**config.mk**
```make
export PLATFORM = sky130hd
export DESIGN_NAME = ahb_master_port
export DESIGN_NICKNAME = d
export VERILOG_FILES = /design/src/rtl/ahb_master_port.sv
export SDC_FILE = /design/constraint.sdc
export NUM_CORES = 1
export LEC_CHECK = 0
export CAP_MARGIN = 15
export CORE_MARGIN = 3
export CORE_UTILIZATION = 40
export DETAILED_ROUTE_END_ITERATION = 16
export PLACE_DENSITY = 0.85
export SETUP_SLACK_MARGIN = 0.4
export SLEW_MARGIN = 20
export SYNTH_ARGS = -nofsm -noshare
export SYNTH_HDL_FRONTEND = slang
export SYNTH_SLANG_ARGS = --single-unit
```
**constraint.sdc**
```tcl
create_clock -name Hclk -period 3.9 [get_ports Hclk]
set_input_delay 0.975 -clock Hclk [delete_from_list [all_inputs] [get_ports Hclk]]
set_output_delay 0.975 -clock Hclk [all_outputs]
set_load 0.02 [all_outputs]
```
**src/rtl/ahb_master_port.sv**
```systemverilog
// rtl/ahb_master_port.sv - AHB master bus engine: command in, arbitrated burst out
//
// Purpose: accepts one burst command at a time from local logic, requests the
// bus, drives NONSEQ/SEQ address phases with INCR or WRAP addressing, moves
// write/read data, and reports completion. It handles loss of grant by
// re-requesting and resuming as INCR, and ends a burst on a two-cycle ERROR.
//
// Ports:
//   Hclk, Hresetn                     clock, async active-low reset
//   cmd_valid/cmd_ready               command handshake
//   cmd_addr/write/burst/size/len     command fields
//   wdata, wdata_pop                  write beat source and consume strobe
//   rdata, rdata_valid                read beat sink
//   done, err                         completion pulse, error qualifier
//   Hbusreq, Hgrant                   arbitration handshake
//   Hready, Hresp, Hrdata             slave response
//   Haddr/Htrans/Hwrite/Hburst/Hsize  address and control
//   Hwdata                            write data
module ahb_master_port #(
  parameter int ADDR_WIDTH = 32,
  parameter int DATA_WIDTH = 32
) (
  input  logic                  Hclk,
  input  logic                  Hresetn,
  input  logic                  cmd_valid,
  output logic                  cmd_ready,
  input  logic [ADDR_WIDTH-1:0] cmd_addr,
  input  logic                  cmd_write,
  input  logic [2:0]            cmd_burst,
  input  logic [2:0]            cmd_size,
  input  logic [4:0]            cmd_len,
  input  logic [DATA_WIDTH-1:0] wdata,
  output logic                  wdata_pop,
  output logic [DATA_WIDTH-1:0] rdata,
  output logic                  rdata_valid,
  output logic                  done,
  output logic                  err,
  output logic                  Hbusreq,
  input  logic                  Hgrant,
  input  logic                  Hready,
  input  logic                  Hresp,
  input  logic [DATA_WIDTH-1:0] Hrdata,
  output logic [ADDR_WIDTH-1:0] Haddr,
  output logic [1:0]            Htrans,
  output logic                  Hwrite,
  output logic [2:0]            Hburst,
  output logic [2:0]            Hsize,
  output logic [DATA_WIDTH-1:0] Hwdata
);

  typedef enum logic [1:0] {
    ST_IDLE  = 2'd0,
    ST_REQ   = 2'd1,
    ST_BUS   = 2'd2,
    ST_DRAIN = 2'd3
  } state_t;

  localparam logic [1:0] TR_IDLE   = 2'b00;
  localparam logic [1:0] TR_NONSEQ = 2'b10;
  localparam logic [1:0] TR_SEQ    = 2'b11;

  state_t state, state_nxt;

  logic [ADDR_WIDTH-1:0] addr_q;
  logic                  write_q;
  logic [2:0]            burst_q;
  logic [2:0]            size_q;
  logic                  wrap_q;      // wrap arithmetic survives the switch to INCR on re-grant
  logic [1:0]            wrap_sel_q;  // 1: 4 beats, 2: 8 beats, 3: 16 beats
  logic [4:0]            beats_left;
  logic                  first_q;     // next address phase is NONSEQ
  logic                  dphase_q;    // a data phase is outstanding
  logic                  err_q;       // first ERROR cycle seen, waiting for the second

  logic                  accept;
  logic                  grant_lost;
  logic                  err_first;
  logic                  dcomplete;
  logic                  last_beat;
  logic [4:0]            cmd_beats;

  logic [ADDR_WIDTH-1:0] incr;
  logic [ADDR_WIDTH-1:0] wrap_mask;
  logic [ADDR_WIDTH-1:0] addr_sum;
  logic [ADDR_WIDTH-1:0] addr_nxt;

  assign last_beat  = (beats_left == 5'd1);
  assign accept     = (state == ST_BUS) && !err_q && Hready && Hgrant;
  assign grant_lost = (state == ST_BUS) && !err_q && Hready && !Hgrant;
  assign err_first  = dphase_q && !err_q && Hresp && !Hready;
  assign dcomplete  = dphase_q && !err_q && Hready;

  always_comb begin
    cmd_beats = 5'd16;
    case (cmd_burst[2:1])
      2'b00:   cmd_beats = cmd_burst[0] ? ((cmd_len == 5'd0) ? 5'd16 : cmd_len) : 5'd1;
      2'b01:   cmd_beats = 5'd4;
      2'b10:   cmd_beats = 5'd8;
      default: cmd_beats = 5'd16;
    endcase
  end

  // Wrapping keeps the bits above the block size and increments the rest modulo the block.
  always_comb begin
    incr = ADDR_WIDTH'(1) << size_q;
    case (wrap_sel_q)
      2'd1:    wrap_mask = (incr << 2) - ADDR_WIDTH'(1);
      2'd2:    wrap_mask = (incr << 3) - ADDR_WIDTH'(1);
      default: wrap_mask = (incr << 4) - ADDR_WIDTH'(1);
    endcase
    addr_sum = addr_q + incr;
    addr_nxt = wrap_q ? ((addr_q & ~wrap_mask) | (addr_sum & wrap_mask)) : addr_sum;
  end

  always_ff @(posedge Hclk or negedge Hresetn) begin
    if (!Hresetn) begin
      state <= ST_IDLE;
    end else begin
      state <= state_nxt;
    end
  end

  always_comb begin
    state_nxt = state;
    case (state)
      ST_IDLE:  if (cmd_valid) state_nxt = ST_REQ;
      ST_REQ:   if (Hgrant && Hready) state_nxt = ST_BUS;
      ST_BUS: begin
        if (err_q) begin
          if (Hready) state_nxt = ST_IDLE;
        end else if (accept && last_beat) begin
          state_nxt = ST_DRAIN;
        end else if (grant_lost) begin
          state_nxt = ST_REQ;
        end
      end
      ST_DRAIN: if (Hready) state_nxt = ST_IDLE;
    endcase
  end

  always_comb begin
    cmd_ready   = (state == ST_IDLE);
    Hbusreq     = 1'b0;
    Htrans      = TR_IDLE;
    done        = 1'b0;
    err         = 1'b0;
    wdata_pop   = dcomplete && write_q;
    rdata_valid = dcomplete && !write_q;
    case (state)
      ST_REQ: Hbusreq = 1'b1;
      ST_BUS: begin
        if (!err_q) begin
          Hbusreq = (beats_left > 5'd1);
          Htrans  = first_q ? TR_NONSEQ : TR_SEQ;
        end else if (Hready) begin
          done = 1'b1;
          err  = 1'b1;
        end
      end
      ST_DRAIN: begin
        done = Hready;
        err  = Hready && err_q;
      end
      default: ;
    endcase
  end

  assign Haddr  = addr_q;
  assign Hwrite = write_q;
  assign Hburst = burst_q;
  assign Hsize  = size_q;
  assign Hwdata = (dphase_q && write_q) ? wdata : '0;
  assign rdata  = Hrdata;

  always_ff @(posedge Hclk or negedge Hresetn) begin
    if (!Hresetn) begin
      addr_q     <= '0;
      write_q    <= 1'b0;
      burst_q    <= 3'b000;
      size_q     <= 3'b000;
      wrap_q     <= 1'b0;
      wrap_sel_q <= 2'd0;
      beats_left <= 5'd0;
      first_q    <= 1'b0;
      dphase_q   <= 1'b0;
      err_q      <= 1'b0;
    end else if (state == ST_IDLE && cmd_valid) begin
      addr_q     <= cmd_addr;
      write_q    <= cmd_write;
      burst_q    <= cmd_burst;
      size_q     <= cmd_size;
      wrap_q     <= (cmd_burst != 3'b000) && !cmd_burst[0];
      wrap_sel_q <= cmd_burst[2:1];
      beats_left <= cmd_beats;
      first_q    <= 1'b1;
      dphase_q   <= 1'b0;
      err_q      <= 1'b0;
    end else begin
      if (accept) begin
        addr_q     <= addr_nxt;
        beats_left <= beats_left - 5'd1;
        first_q    <= 1'b0;
        dphase_q   <= 1'b1;
      end else if (Hready) begin
        dphase_q   <= 1'b0;
      end
      // Resume after re-grant as an undefined-length burst from the pending address.
      if (grant_lost) begin
        first_q <= 1'b1;
        burst_q <= 3'b001;
      end
      if (err_first) begin
        err_q <= 1'b1;
      end else if (err_q && Hready) begin
        err_q <= 1'b0;
      end
    end
  end

endmodule

```
== After elaboration in Yosys (flattened, before gate mapping) ==
Index checks and enable logic that the tools add are counted.
Storage, ports and cells
  bits in registers: 52
  latch bits: 0
  memory bits (writable): 0
  memory bits (read-only): 0
  input bits: 114
  output and inout port bits: 111
  logic and storage cells: 101
  memories: 0
Operators by class
  $add $sub $neg: 5
  $mul: 0
  divide/modulo/power cells: 0
  order comparisons: 1
  equal/unequal tests: 11
  shift operators: 1
  multiplexer cells: 37
  bitwise gates (word level): 4
  reduce and logical (&&, ||, !) cells: 31
Operators by type and width (count)
  $mux 32: 4
  $sub 32x1->32 const B: 3
  $and 32x32->32: 2
  $pmux 32 s2: 1
  $add 32x32->32: 1
  $not 32->32: 1
  $or 32x32->32: 1
  $shl 1x3->32 const A: 1
  $mux 5: 4
  $logic_and 1x1->1: 16
  $mux 2: 8
  $pmux 5 s3: 1
  $mux 1: 13
  $reduce_bool 3->1: 4
  $eq 2x2->1 const B: 4
  $pmux 2 s4: 1
  $eq 2x1->1 const B: 3
  $mux 3: 2
  $pmux 1 s2: 3
  $eq 5x1->1 const B: 1
  $gt 5x1->1 const B: 1
  $logic_not 1->1: 5
  $logic_not 5->1: 1
  $sub 5x1->5 const B: 1
  5 further kinds: 8

== Logic depth before layout (Yosys ltp) ==
  word-level depth: 9
  depth in mapped cells: 14
  gate-level depth less buffers: 11

== Worst setup path before layout ==
OpenSTA, ideal clock, no wires.
  path kind: register to register
  from: register size_q[0], in the netlist Hsize[0]
  to: register with a tool-made name
  setup time: 0.082 ns
  arrival time: 2.934 ns
  data required time: 3.818 ns
  slack: 0.884 ns
  stages on the path, launching flop included: 14
  path buffers: 3
  period minus slack after synthesis: 3.016 ns
  cell sequence: dfrtp_1 buf_4 buf_2 buf_2 nand2_1 xnor2_1 ha_1 or3b_1 a21oi_2 o221ai_2 a31oi_1 o211ai_1 or3_1 a31oi_1
RTL lines
  from (decl): RTL line 67  | logic [2:0] size_q;
  from (signal assigned): RTL line 191  | size_q <= cmd_size;

== Final worst setup path ==
  from: input port Hready
  to: output port rdata_valid
On the way
  cells in the longest elaborated chain, start to end: 2
RTL lines
  from (decl): RTL line 40  | input logic Hready,
  $logic_and 1x1->1: RTL line 91  | assign dcomplete = dphase_q && !err_q && Hready;
  $logic_and 1x1->1: RTL line 148  | rdata_valid = dcomplete && !write_q;
  to (decl): RTL line 35  | output logic rdata_valid,
Every way passes these cells.

==> key figures <==
Die
  – Initial Util: between 40% and 50%
  – Core outline area: roughly 10000 sq um
  – Chip Height: 109 microns
  – # rows: 36
  – Die width: approximately 110 microns
  – Boundary pin count: around 230
  – Die ar.: 11900 sq um

Global routing
  – Vias in the first global route: roughly 4200
  – Pin count of the biggest net entering global routing: 60
  – GRT Total Usage: 21.8%
  – First-pass GRT wire length: 20.9 mm
  – Initial antenna violation count: 1
  – GRT Residual Overflow: 0

Detailed routing
  – Vias: about 4300
  – First-pass DRT Iterations: 6
  – DRC: 0
  – Post-Route WL: approximately 13 mm
  – Routed vias/inst: between 5 and 6
  – Post-route antenna net violation count: 0
  – DRT iter0 DRCs: roughly 250
  – Wire per inst: between 15 and 20 microns

Synth
  – Seq/Total Area, Yosys: 30.7%
  – Synth Register Bits: 52
  – Number of synthesized flops with an enable pin: 0
  – Syn. warnings: 0
  – Syn_area_per_cell: a little under 8 sq um
  – Async SR Flop Fraction: 100%
  – Mapped Cells: ~540
  – Synth Flop Type: dfrtp_1
  – Syn Std Cell Area: ~4200 sq um
  – Mapped Nets: 669
  – Netlist cell types: 54

Timing
  – Worst-Margin Slew: about 0.84 ns
  – Crit share post-route: between 80% and 90%
  – Final setup fails: 0
  – Crit path time final: 3.42 ns
  – Fin. Hold Viols: 0
  – Relative slew margins: ~44%
  – Max Fclk: between 200 and 300 MHz
  – RSZ-0062 raised after global routing: true
  – Max-slew violations: 0
  – Hold slack final: 0.493 ns
  – Clock Skews: between 0.01 and 0.015 ns
  – Setup TNS Final: 0 ns

Power
  – Worst IR Drop VDD: between 0.0003 and 0.0004 V
  – Tot Pwr: 3.78 mW
  – Pwr dens: between 600 and 700 nW/um^2
  – Sw power: 1.84 mW
  – Sw frac: between 40 and 50%
  – Clock power frac: approximately 9%
  – Int Pwr: 1.94 mW
  – Static leakage: approximately 2.4 nW
  – Comb pwr share: 61.2%
  – Sequential Power Share: 29.9%

Clocking
  – CTS Buffer Depth: 2
  – Root Buffer: clkbuf_8
  – CTS sink cnt: 52
  – CTS tree: yes
  – Num CTS Buffers: 5
  – Skew-Pair Late Insertion Delay: roughly 0.31 ns
  – # H-tree levels: 2
  – Number of post-CTS setup repair buffers: 0
  – Worst-path clk slew: 0.10 ns

Finish
  – Fin cells: between 700 and 800
  – # nets final: 775
  – P&R area growth vs syn: 36.1%
  – Antenna cells: 0
  – Commonest non-fill, non-tap cells in the layout: clkdlybuf4s50_1 (159), nand2_1 (61), dfrtp_1 (52)
  – Final core utilization: roughly 57%
  – Most common cell after layout, fill and taps aside: clkdlybuf4s50_1
  – Share of cells above drive strength 1: 5.08%

Critical path
  – Worst setup path category: in -> out
  – Crit end category: output port
  – CP Launch Type: input port
  – CP arrival: approximately 2.5 ns
  – Required @ worst endpoint: approximately 3 ns
  – Maximum fanout along the worst path: 14

Worst hold path
  – Hold/Removal Path Class: reg -> reg

Flow run
  – Max cap viols: 0

Placement
  – RD Place Congestion: 0.858
  – Detail Placement HPWL: 9.86 mm
  – Port Buffers: 160
  – Placed cells: just under 800

Status
  – Status: complete, no violations
[worst max-delay path, stage by stage]
cell	delay, ns
clkdlybuf4s50_1	0.45
buf_4	0.17
nor4bb_1	0.20
clkdlybuf4s50_1	0.65
[per-stage QoR]
| step | setup WS (ns) | area [sq um] |
|---|---|---|
| 5_1_grt | 0.394 | 5770 |
| 3_5_place_dp | 0.460 | 5670 |
| 4_1_cts | 0.460 | 5760 |
| 6_report | 0.476 | 5770 |
| 2_1_floorplan | 0.884 | 4240 |
| 3_3_place_gp | 0.464 | 5670 |
[layer usage]
metal  GRT usage (%)  up-vias  wire, microns
li1                -     2081              -
met1            27.5     2076           5520
met2            38.2      122           6640
met3            4.91       16            683
met4            4.15        2            116
met5               0        -              9
[cells by family (layout without fill, tap and decap cells)]
kind of cell | after synthesis | in the layout | synth area share (%)
AO/OA/AOI/OAI | 140 | 140 | 20.5
XOR/XNOR | 34 | 34 | 7.03
buffers and inverters | 94 | 201 | 11.8
AND/OR/NAND/NOR | 207 | 207 | 25.6
multiplexers | 2 | 2 | 0.472
adder cells (fa/ha/maj) | 13 | 13 | 3.84
flip-flops | 52 | 52 | 30.7
[cell usage after synthesis (all sizes together), types with 3 or more instances]
| library cell | number | area share, % |
|---|---|---|
| or3 | 6 | 0.89 |
| xor2 | 28 | 5.8 |
| dfrtp | 52 | 31 |
| nand2 | 61 | 5.4 |
| nor2 | 33 | 2.9 |
| o21ai | 56 | 6.6 |
| o211ai | 10 | 1.8 |
| a21oi | 36 | 4.3 |
| and2 | 4 | 0.59 |
| clkbuf | 26 | 2.3 |
| nand4 | 11 | 1.6 |
| nand3 | 9 | 1.1 |
| nor2b | 7 | 1.0 |
| and4 | 6 | 1.2 |
| xnor2 | 6 | 1.2 |
| inv | 22 | 1.9 |
| a21o | 3 | 0.53 |
| nor4 | 4 | 0.59 |
| nor3 | 6 | 0.71 |
| o22ai | 4 | 0.59 |
| a31oi | 8 | 1.2 |
| ha | 13 | 3.8 |
| o31ai | 5 | 1.2 |
| a2111oi | 4 | 1.3 |
| buf | 46 | 7.6 |
| and3 | 44 | 6.5 |
| nand2b | 7 | 1.0 |
[layout make-up]
type,instances,area (sq um)
repair buffers,171,1680
well taps,133,166
clock inverters,2,13.8
flip-flops and latches,52,1300
fillers,903,4280
clock buffers,6,82.6
multi-input cells,396,2440
inverters,22,82.6
[worst paths after layout]
check,start,to,slack (ns),depth (start not counted)
setup / recovery,Hready,rdata_valid,0.48,4
hold / removal,first_q$_DFFE_PN0P_,first_q$_DFFE_PN0P_,0.49,1
setup reg to reg,Hsize[1]$_DFFE_PN0P_,flop,0.79,11
hold reg to reg,first_q$_DFFE_PN0P_,first_q$_DFFE_PN0P_,0.49,1
max in group asynchronous,Hresetn,wrap_sel_q[1]$_DFFE_PN0P_,2.36,2
min in group asynchronous,Hresetn,asynchronous set/reset pin,0.75,1
[timing repair]
action / CTS / global route
setup endpoints to repair: 0 / 10
hold buffers: 0 / 0
resized for setup: 0 / 2
[power groups by stage]
stage               clock network (mW)  logic, mW  registers, mW
floorplan                            0       1.35           1.25
global placement                     0       2.23           1.11
detailed placement                   0       2.30           1.13
CTS                              0.346       2.31           1.13
global route                     0.364       2.55           1.17
finish                           0.338       2.31           1.13
No activity file was read; power rests on OpenSTA's default activity.
